<file path="src/rtl/arb_pkg.sv">
// Shared definitions for the SRAM request arbiter: source tags, grant FSM
// encodings and the bundled request payload.
package arb_pkg;

    localparam logic SRC_INST = 1'b0;
    localparam logic SRC_DATA = 1'b1;

    localparam logic [2:0] ST_IDLE   = 3'b001;
    localparam logic [2:0] ST_HOLD_I = 3'b010;
    localparam logic [2:0] ST_HOLD_D = 3'b100;

    typedef struct packed {
        logic        wr;
        logic [1:0]  size;
        logic [31:0] addr;
        logic [3:0]  wstrb;
        logic [31:0] wdata;
    } req_t;

endpackage

</file>
<file path="src/rtl/arb_order_fifo.sv">
// Order FIFO holding the 1-bit source tag of every accepted, unanswered request.
module arb_order_fifo #(
    parameter int DEPTH = 4
) (
    input  logic                     clk_i,
    input  logic                     rst_i,
    input  logic                     push_i,
    input  logic                     pop_i,
    input  logic                     tag_i,
    output logic                     head_o,
    output logic [$clog2(DEPTH):0]   count_o,
    output logic                     empty_o,
    output logic                     full_o
);

    localparam int PW = $clog2(DEPTH);
    localparam int CW = PW + 1;

    logic [DEPTH-1:0] mem_q;
    logic [PW-1:0]    wr_ptr_q;
    logic [PW-1:0]    rd_ptr_q;
    logic [CW-1:0]    count_q;
    logic             do_push;
    logic             do_pop;

    assign empty_o = (count_q == '0);
    assign full_o  = (count_q == CW'(DEPTH));
    assign do_push = push_i & ~full_o;
    assign do_pop  = pop_i & ~empty_o;
    assign head_o  = mem_q[rd_ptr_q];
    assign count_o = count_q;

    // DEPTH is a power of two, so pointer overflow is the modulo wrap
    always_ff @(posedge clk_i or posedge rst_i) begin
        if (rst_i) begin
            mem_q    <= '0;
            wr_ptr_q <= '0;
            rd_ptr_q <= '0;
            count_q  <= '0;
        end else begin
            if (do_push) begin
                mem_q[wr_ptr_q] <= tag_i;
                wr_ptr_q        <= wr_ptr_q + PW'(1);
            end
            if (do_pop) begin
                rd_ptr_q <= rd_ptr_q + PW'(1);
            end
            case ({do_push, do_pop})
                2'b10:   count_q <= count_q + CW'(1);
                2'b01:   count_q <= count_q - CW'(1);
                default: count_q <= count_q;
            endcase
        end
    end

endmodule

</file>
<file path="src/rtl/sram_req_arbiter.sv">
// Merges inst and data SRAM-like ports onto one master port with data priority,
// anti-starvation for inst, and in-order response routing via a tag FIFO.
module sram_req_arbiter
    import arb_pkg::*;
#(
    parameter int OUTST        = 4,
    parameter int STARVE_LIMIT = 3
) (
    input  logic                      aclk_i,
    input  logic                      areset_i,

    input  logic                      inst_req_i,
    input  logic                      inst_wr_i,
    input  logic [1:0]                inst_size_i,
    input  logic [31:0]               inst_addr_i,
    input  logic [3:0]                inst_wstrb_i,
    input  logic [31:0]               inst_wdata_i,
    output logic                      inst_addr_ok_o,
    output logic                      inst_data_ok_o,
    output logic [31:0]               inst_rdata_o,

    input  logic                      data_req_i,
    input  logic                      data_wr_i,
    input  logic [1:0]                data_size_i,
    input  logic [31:0]               data_addr_i,
    input  logic [3:0]                data_wstrb_i,
    input  logic [31:0]               data_wdata_i,
    output logic                      data_addr_ok_o,
    output logic                      data_data_ok_o,
    output logic [31:0]               data_rdata_o,

    output logic                      m_req_o,
    output logic                      m_wr_o,
    output logic [1:0]                m_size_o,
    output logic [31:0]               m_addr_o,
    output logic [3:0]                m_wstrb_o,
    output logic [31:0]               m_wdata_o,
    input  logic                      m_addr_ok_i,
    input  logic                      m_data_ok_i,
    input  logic [31:0]               m_rdata_i,

    output logic [$clog2(OUTST):0]    outst_cnt_o,
    output logic                      err_orphan_o
);

    localparam logic [3:0] SLIM = 4'(STARVE_LIMIT);

    logic [2:0] state_q, state_d;
    logic [3:0] starve_q, starve_d;
    logic       err_q, err_d;
    logic       gnt_src;
    logic       m_req_raw;
    logic       accept;
    logic       pop;
    logic       fifo_head;
    logic       fifo_empty;
    logic       fifo_full;
    req_t       inst_r, data_r, m_r;

    assign inst_r = '{wr: inst_wr_i, size: inst_size_i, addr: inst_addr_i,
                      wstrb: inst_wstrb_i, wdata: inst_wdata_i};
    assign data_r = '{wr: data_wr_i, size: data_size_i, addr: data_addr_i,
                      wstrb: data_wstrb_i, wdata: data_wdata_i};

    always_comb begin
        state_d   = state_q;
        gnt_src   = SRC_INST;
        m_req_raw = 1'b0;
        case (state_q)
            ST_IDLE: begin
                if (inst_req_i && data_req_i) begin
                    gnt_src = (starve_q == SLIM) ? SRC_INST : SRC_DATA;
                end else begin
                    gnt_src = data_req_i ? SRC_DATA : SRC_INST;
                end
                m_req_raw = ~fifo_full & (inst_req_i | data_req_i);
                if (m_req_raw && !m_addr_ok_i) begin
                    state_d = (gnt_src == SRC_DATA) ? ST_HOLD_D : ST_HOLD_I;
                end
            end
            ST_HOLD_I: begin
                gnt_src   = SRC_INST;
                m_req_raw = ~fifo_full & inst_req_i;
                if (m_addr_ok_i || !inst_req_i) state_d = ST_IDLE;
            end
            ST_HOLD_D: begin
                gnt_src   = SRC_DATA;
                m_req_raw = ~fifo_full & data_req_i;
                if (m_addr_ok_i || !data_req_i) state_d = ST_IDLE;
            end
            default: state_d = ST_IDLE;
        endcase
    end

    assign m_req_o = m_req_raw & ~areset_i;
    assign m_r     = (gnt_src == SRC_DATA) ? data_r : inst_r;
    assign m_wr_o    = m_r.wr;
    assign m_size_o  = m_r.size;
    assign m_addr_o  = m_r.addr;
    assign m_wstrb_o = m_r.wstrb;
    assign m_wdata_o = m_r.wdata;

    assign accept         = m_req_o & m_addr_ok_i;
    assign inst_addr_ok_o = accept & (gnt_src == SRC_INST);
    assign data_addr_ok_o = accept & (gnt_src == SRC_DATA);

    // Responses with nothing outstanding are flagged, never routed
    assign pop            = m_data_ok_i & ~fifo_empty & ~areset_i;
    assign inst_data_ok_o = pop & (fifo_head == SRC_INST);
    assign data_data_ok_o = pop & (fifo_head == SRC_DATA);
    assign inst_rdata_o   = inst_data_ok_o ? m_rdata_i : 32'h0;
    assign data_rdata_o   = data_data_ok_o ? m_rdata_i : 32'h0;
    assign err_d          = err_q | (m_data_ok_i & fifo_empty);
    assign err_orphan_o   = err_q;

    always_comb begin
        starve_d = starve_q;
        if (!inst_req_i || inst_addr_ok_o) begin
            starve_d = '0;
        end else if (data_addr_ok_o && starve_q != SLIM) begin
            starve_d = starve_q + 4'd1;
        end
    end

    always_ff @(posedge aclk_i or posedge areset_i) begin
        if (areset_i) begin
            state_q  <= ST_IDLE;
            starve_q <= '0;
            err_q    <= 1'b0;
        end else begin
            state_q  <= state_d;
            starve_q <= starve_d;
            err_q    <= err_d;
        end
    end

    arb_order_fifo #(
        .DEPTH (OUTST)
    ) u_order_fifo (
        .clk_i   (aclk_i),
        .rst_i   (areset_i),
        .push_i  (accept),
        .pop_i   (pop),
        .tag_i   (gnt_src),
        .head_o  (fifo_head),
        .count_o (outst_cnt_o),
        .empty_o (fifo_empty),
        .full_o  (fifo_full)
    );

endmodule

</file>
<file path="config.mk">
export PLATFORM = sky130hd
export DESIGN_NAME = sram_req_arbiter
export DESIGN_NICKNAME = d
export VERILOG_FILES = /design/src/rtl/arb_pkg.sv /design/src/rtl/arb_order_fifo.sv /design/src/rtl/sram_req_arbiter.sv
export SDC_FILE = /design/constraint.sdc
export NUM_CORES = 1
export LEC_CHECK = 0
export BUFFER_PORTS_ARGS = -buffer_cell sky130_fd_sc_hd__buf_2
export CORE_AREA = 2 2 125 127
export CTS_BUF_LIST = sky130_fd_sc_hd__clkbuf_4
export CTS_CLUSTER_SIZE = 12
export DETAILED_ROUTE_END_ITERATION = 7
export DIE_AREA = 0 0 127 129
export SYNTH_ARGS = -nofsm -noshare
export SYNTH_HDL_FRONTEND = slang
export SYNTH_SLANG_ARGS = --single-unit
</file>
<file path="constraint.sdc">
create_clock -name aclk_i -period 2.75 [get_ports aclk_i]
set_clock_uncertainty 0.05 [all_clocks]
set_input_delay 0.4125 -clock aclk_i [delete_from_list [all_inputs] [get_ports aclk_i]]
set_output_delay 0.4125 -clock aclk_i [all_outputs]
set_load 0.01 [all_outputs]
</file>
==> results of run 1 <==
timing repair:
| action | CTS | global route |
|---|---|---|
| gates resized for setup | 2 | 7 |
| cloned | 1 | 6 |
| buffers inserted | 0 | 2 |
| endpoints found under the setup margin | 73 | 65 |
| pin swaps | 0 | 1 |
power by group:
part / internal, mW / switching, mW
clock network: 0.0661 / 0.0850
registers: 0.378 / 0.0886
logic: 0.922 / 1.24
metal layers:
| metal | vias up | GRT usage (%) | share of wire (%) |
|---|---|---|---|
| li1 | 1952 | - | - |
| met1 | 1698 | 17.6 | 43 |
| met2 | 153 | 20.7 | 49 |
| met3 | 8 | 1.58 | 7.0 |
| met4 | 0 | 1.75 | 0.92 |
| met5 | - | 0 | 0 |
final cells by class:
cell class / instances / area (um^2)
Clock buffer: 4 / 30.0
Fill cell: 1654 / 10400
Inverter: 8 / 30.0
Multi-Input combinational cell: 360 / 1950
Sequential cell: 19 / 478
Tap cell: 188 / 235
Timing Repair Buffer: 336 / 1810
registers in the layout, summed over array words and instances, names as in the netlist:
register / flops
starve_q: 4
err_orphan_o: 1
u_order_fifo.rd_ptr_q: 2
u_order_fifo.count_o: 3
state_q: 3
u_order_fifo.wr_ptr_q: 2
u_order_fifo.mem_q: 4
stage by stage:
step	setup slack, ns	setup TNS (ns)	hold WS [ns]
2_1_floorplan	0.399	0	0.313
4_1_cts	0.0155	0	0.267
5_1_grt	-0.00581	-0.00957	0.287
6_report	0.0793	0	0.229
3_3_place_gp	0.169	0	0.390
3_5_place_dp	0.141	0	0.392
worst register-to-register path: cells and delay by family (launching register included):
| family | cells | cell delay (ns) |
|---|---|---|
| buffers and inverters | 1 | 0.07 |
| xor gates and xnor gates | 2 | 0.30 |
| DFF | 1 | 0.58 |
| AOI/OAI and AO/OA | 1 | 0.41 |
| adders and majority gates | 2 | 0.57 |
| and+or+nand+nor | 3 | 0.51 |
worst paths after layout:
| kind | start | endpoint | slack, ns | cells after the start |
|---|---|---|---|---|
| max in group asynchronous | areset_i | state_q[2] | 1.91 | 2 |
| setup reg to reg | state_q[0] | u_order_fifo.count_o[2] | 0.22 | 9 |
| hold reg to reg | err_orphan_o | err_orphan_o | 0.42 | 1 |
| hold / removal | areset_i | state_q[1] | 0.23 | 2 |
| setup / recovery | starve_q[1] | m_addr_o[23] | 0.08 | 10 |
| min in group aclk_i | m_data_ok_i | err_orphan_o | 0.28 | 2 |
layout by cell type, fill, tap and decap left out, drive strengths merged, types with 2 or more instances in the layout:
master,Yosys,final
mux2,5,5
nand3,8,8
nor2,4,4
o21ai,2,2
buf,22,333
nand2,222,222
a21bo,1,4
nor3,3,3
or3b,3,3
dfrtp,18,18
xor2,3,3
xnor2,3,3
clkbuf,6,7
nor2b,2,2
a211oi,2,2
ha,6,6
nor3b,3,3
and4bb,4,4
nand2b,2,2
and2,33,33
o22ai,2,2
and3,32,32
inv,8,8
cell families after synthesis:
family / after synthesis / share of synthesized area, %
compound gates: 16 / 5.70
xor+xnor: 6 / 2.08
fa+ha+maj: 7 / 3.76
buf+inv: 36 / 7.13
flops: 19 / 18.9
mux: 7 / 3.52
simple gates: 321 / 58.9
==> impl_metrics.toml, run 1 <==
[critical_path]
slowest_stage = "dfrtp_1"
critPathBufInv = 5
slowest_delay_ns = 0.40
path_max_fanout = 9
path_cells = "ha_2 > nand4bb_4 > buf_4 > a21boi_4 > buf_12 > buf_12 > clkbuf_16 > nand2_1 > nand2_1 > buf_2"
cp_data_required_time_ns = 2.29
worstPathArrival_ns = 2.21
cp-end-kind = "primary output"
crit_type = "reg -> out"
cp-start-kind = "register"
crit_family = "buffers and inverters"

[floorplan]
num_rows = 45
start_util_pct = 16.9
die_y_um = 129
core_um2 = 15000
die_w_um = 127
fp.dieArea_um2 = 16400
io_pins = 324

[layout]
design_area_um2 = 4540
instances_no_fill = 915
antennaDiodeCount = 0
area_growth_syn_to_layout_pct = 79.6
final_util_pct = 30.3
drive_above_1_share_pct = 50.6
final_nets = 915

[logic_synthesis]
yosys_warnings = 0
synth_area_um2 = 2530
synthFlopType = "dfrtp_1"
yosysMostFrequentCell = "nand2_1"
synth_nets = 599
synth_edf_count = 0
syn_inst = 412
synth_cell_types = 49
ys_seq_area_share_pct = 18.9
synthArstFlopShare_pct = 100
ys_ff_latch = 19
yosys.area.top_type = "nand2_1"
yosys-top-cells-count = "221 x nand2_1, 33 x and2_1, 32 x and3_1, 18 x buf_2, 18 x dfrtp_1"
avgSynthCellArea_um2 = 6.13
synth.area.top_cells = "nand2_1 33%, dfrtp_1 18%, and2_1 8.2%, and3_1 7.9%, buf_2 3.6%"
yosysTopAreaCellShare_pct = 32.8

[global_routing]
grt_max_degree = 75
grt_overflow = 0
grt_util_all_layers_pct = 12.4
antenna_found_initial = 0
grt_pass1_vias = 3178
grt_first_pass_wirelength_um = 16800

[clock_network]
clock_sinks = 19
root_buffer = "clkbuf_4"
cts_hold_buf = 0
clkTransAtPathRegs_ns = 0.12
htreeDepth = 1
cts_tree = "done"
clock_path_buffers = 2
clock_latency_ns = 0.29
cts_buffers = 3

[hold_path]
hold_path.class = "in -> async"

[drt]
wl_um = 13100
vias = 3811
viasPerCell = 4.17
drcViolationCount = 0
drt_iter0_markers = 221
final_antenna_net_count = 0
wl_per_cell_um = 14.4
dr.pass1.iters = 4

[timing]
relSlewSlack_pct = 50.1
fmax_ghz = 0.374
period_share_pct = 97.1
min_period_ns = 2.67
tightest_slew_ns = 0.747
final_hold_viol_count = 0
setup_violations = 0
finalMaxSlewViolations = 0

[place]
placed_area_um2 = 4300
hpwl_um = 9150
gp_congestion = 0.788
dp.cells = 902
io_buffers = 323

[pwr]
power_density_nw_per_um2 = 613
p_leak_nw = 2.97
peakVddDrop_mv = 0.460
power_mw = 2.78

[outcome]
status = "complete, no violations"

[flow_run]
drv_cap = 0
Power figures use the tool's default switching activity.
==> run 2, diff against run 1 <==
--- a/config.mk
+++ b/config.mk
@@ -11,6 +11,8 @@
 export CTS_CLUSTER_SIZE = 12
 export DETAILED_ROUTE_END_ITERATION = 7
 export DIE_AREA = 0 0 127 129
+export RECOVER_POWER = 100
+export SLEW_MARGIN = 10
 export SYNTH_ARGS = -nofsm -noshare
 export SYNTH_HDL_FRONTEND = slang
 export SYNTH_SLANG_ARGS = --single-unit
==> impl_metrics.toml, run 2 (synthesis gave the netlist of run 1 again) <==
[place]
io_buffers = 323
place_ws_ns = 0.141
placed_area_um2 = 4300
dp.cells = 902
gp_congestion = 0.788
hpwl_um = 9150

[layout]
mostFrequentLayoutCell = "buf_2"
drive_above_1_share_pct = 49.7
n_fill_cell = 1659
largestRegisters = "starve_q: 4 flops, u_order_fifo.mem_q: 4 flops"
final_util_pct = 30.2
instances_no_fill = 915
design_area_um2 = 4530
area_growth_syn_to_layout_pct = 79.2
layout_common_cells = "318 x buf_2, 221 x nand2_1, 33 x and2_1, 32 x and3_1, 17 x dfrtp_1"
antennaDiodeCount = 0
final_nets = 915

[floorplan]
die_w_um = 127
core_um2 = 15000
start_util_pct = 16.9
fp.dieArea_um2 = 16400
num_rows = 45
io_pins = 324
die_y_um = 129

[drt]
viasPerCell = 4.17
dr.pass1.iters = 4
drt_iter0_markers = 216
final_antenna_net_count = 0
wl_um = 13100
drcViolationCount = 0
wl_per_cell_um = 14.3
vias = 3811

[clock_network]
clock_path_buffers = 2
clock_latency_ns = 0.29
htreeDepth = 1
cts_tree = "done"
cts_buffers = 3
clock_sinks = 19
clkTransAtPathRegs_ns = 0.11
root_buffer = "clkbuf_4"

[critical_path]
slowest_stage = "dfrtp_1"
crit_type = "reg -> out"
path_cells = "ha_2 > nand4bb_4 > buf_4 > a21boi_4 > buf_12 > buf_12 > clkbuf_16 > nand2_1 > nand2_1 > buf_2"
cp-end-kind = "primary output"
cp_data_required_time_ns = 2.29
path_max_fanout = 9
worstPathArrival_ns = 2.20
worst-r2r-cell-count = 9
slowest_delay_ns = 0.40
cp-start-kind = "register"

[timing]
holdWs_ns = 0.262
layout_setup_ws_ns = 0.0853
final_hold_viol_count = 0
relSlewSlack_pct = 50.9
min_period_ns = 2.66
period_share_pct = 96.9
setup_violations = 0
fmax_ghz = 0.375
tns_ns = 0
tightest_slew_ns = 0.736
finalMaxSlewViolations = 0

[pwr]
p_sw_share_pct = 51.2
power_mw = 2.77
p_leak_nw = 2.95
p_int_mw = 1.35
pwr-share-comb_pct = 77.7
peakVddDrop_mv = 0.448
clkPwrFrac_pct = 5.4
p_sw_mw = 1.42
seqPwrFrac_pct = 16.9
power_density_nw_per_um2 = 613

[global_routing]
grt_overflow = 0
grt_pass1_vias = 3178
grt_util_all_layers_pct = 12.4
antenna_found_initial = 0
grt_first_pass_wirelength_um = 16800
grt_max_degree = 75

[outcome]
status = "complete, no violations"

[flow_run]
drv_cap = 0

[hold_path]
hold_path.class = "in -> async"
[run 2: cell type report]
type	instances	area, um^2	area share (%)
clock buffers	4	30.0	0.663
inverters	8	30.0	0.663
multi-input cells	360	1950	43.1
flip-flops and latches	19	478	10.6
well taps	188	235	5.20
repair buffers	336	1800	39.8
[run 2: final timing paths]
path                         startpoint                      end  slack, ns
max reg2reg                  state_q[0]  u_order_fifo.count_o[2]       0.19
min                            areset_i               state_q[1]       0.26
min reg2reg                err_orphan_o             err_orphan_o       0.42
min in group aclk_i         m_data_ok_i             err_orphan_o       0.28
max in group asynchronous      areset_i               state_q[2]       1.89
max                         starve_q[1]             m_addr_o[23]       0.09
[run 2: power by group through the flow]
stage	clock network [mW]	logic, mW	registers, mW
after floorplan	0	1.19	0.466
after CTS	0.159	1.98	0.468
after global routing	0.172	2.37	0.486
after detailed placement	0	1.94	0.474
after global placement	0	1.93	0.473
final	0.150	2.15	0.468
[run 2: repair_timing]
action,in CTS,in global routing
endpoints found under the setup margin,73,65
hold buffers,0,0
resized for setup,2,7
pin swaps,0,1
cloned,1,6
buffers inserted,0,2
[run 2: critical path: cells and delay by family, from the launching register on]
kind                       cells  cell delay [ns]
buffers and inverters          5             0.74
DFF                            1             0.40
and+or+nand+nor                3             0.35
adders and majority gates      1             0.25
AOI/OAI and AO/OA              1             0.16
[run 2: per-layer routing]
layer	global-route usage, %	routed length [um]	up-vias
li1	-	-	1953
met1	17.6	5720	1694
met2	20.7	6370	156
met3	1.58	911	8
met4	1.75	121	0
met5	0	0	-
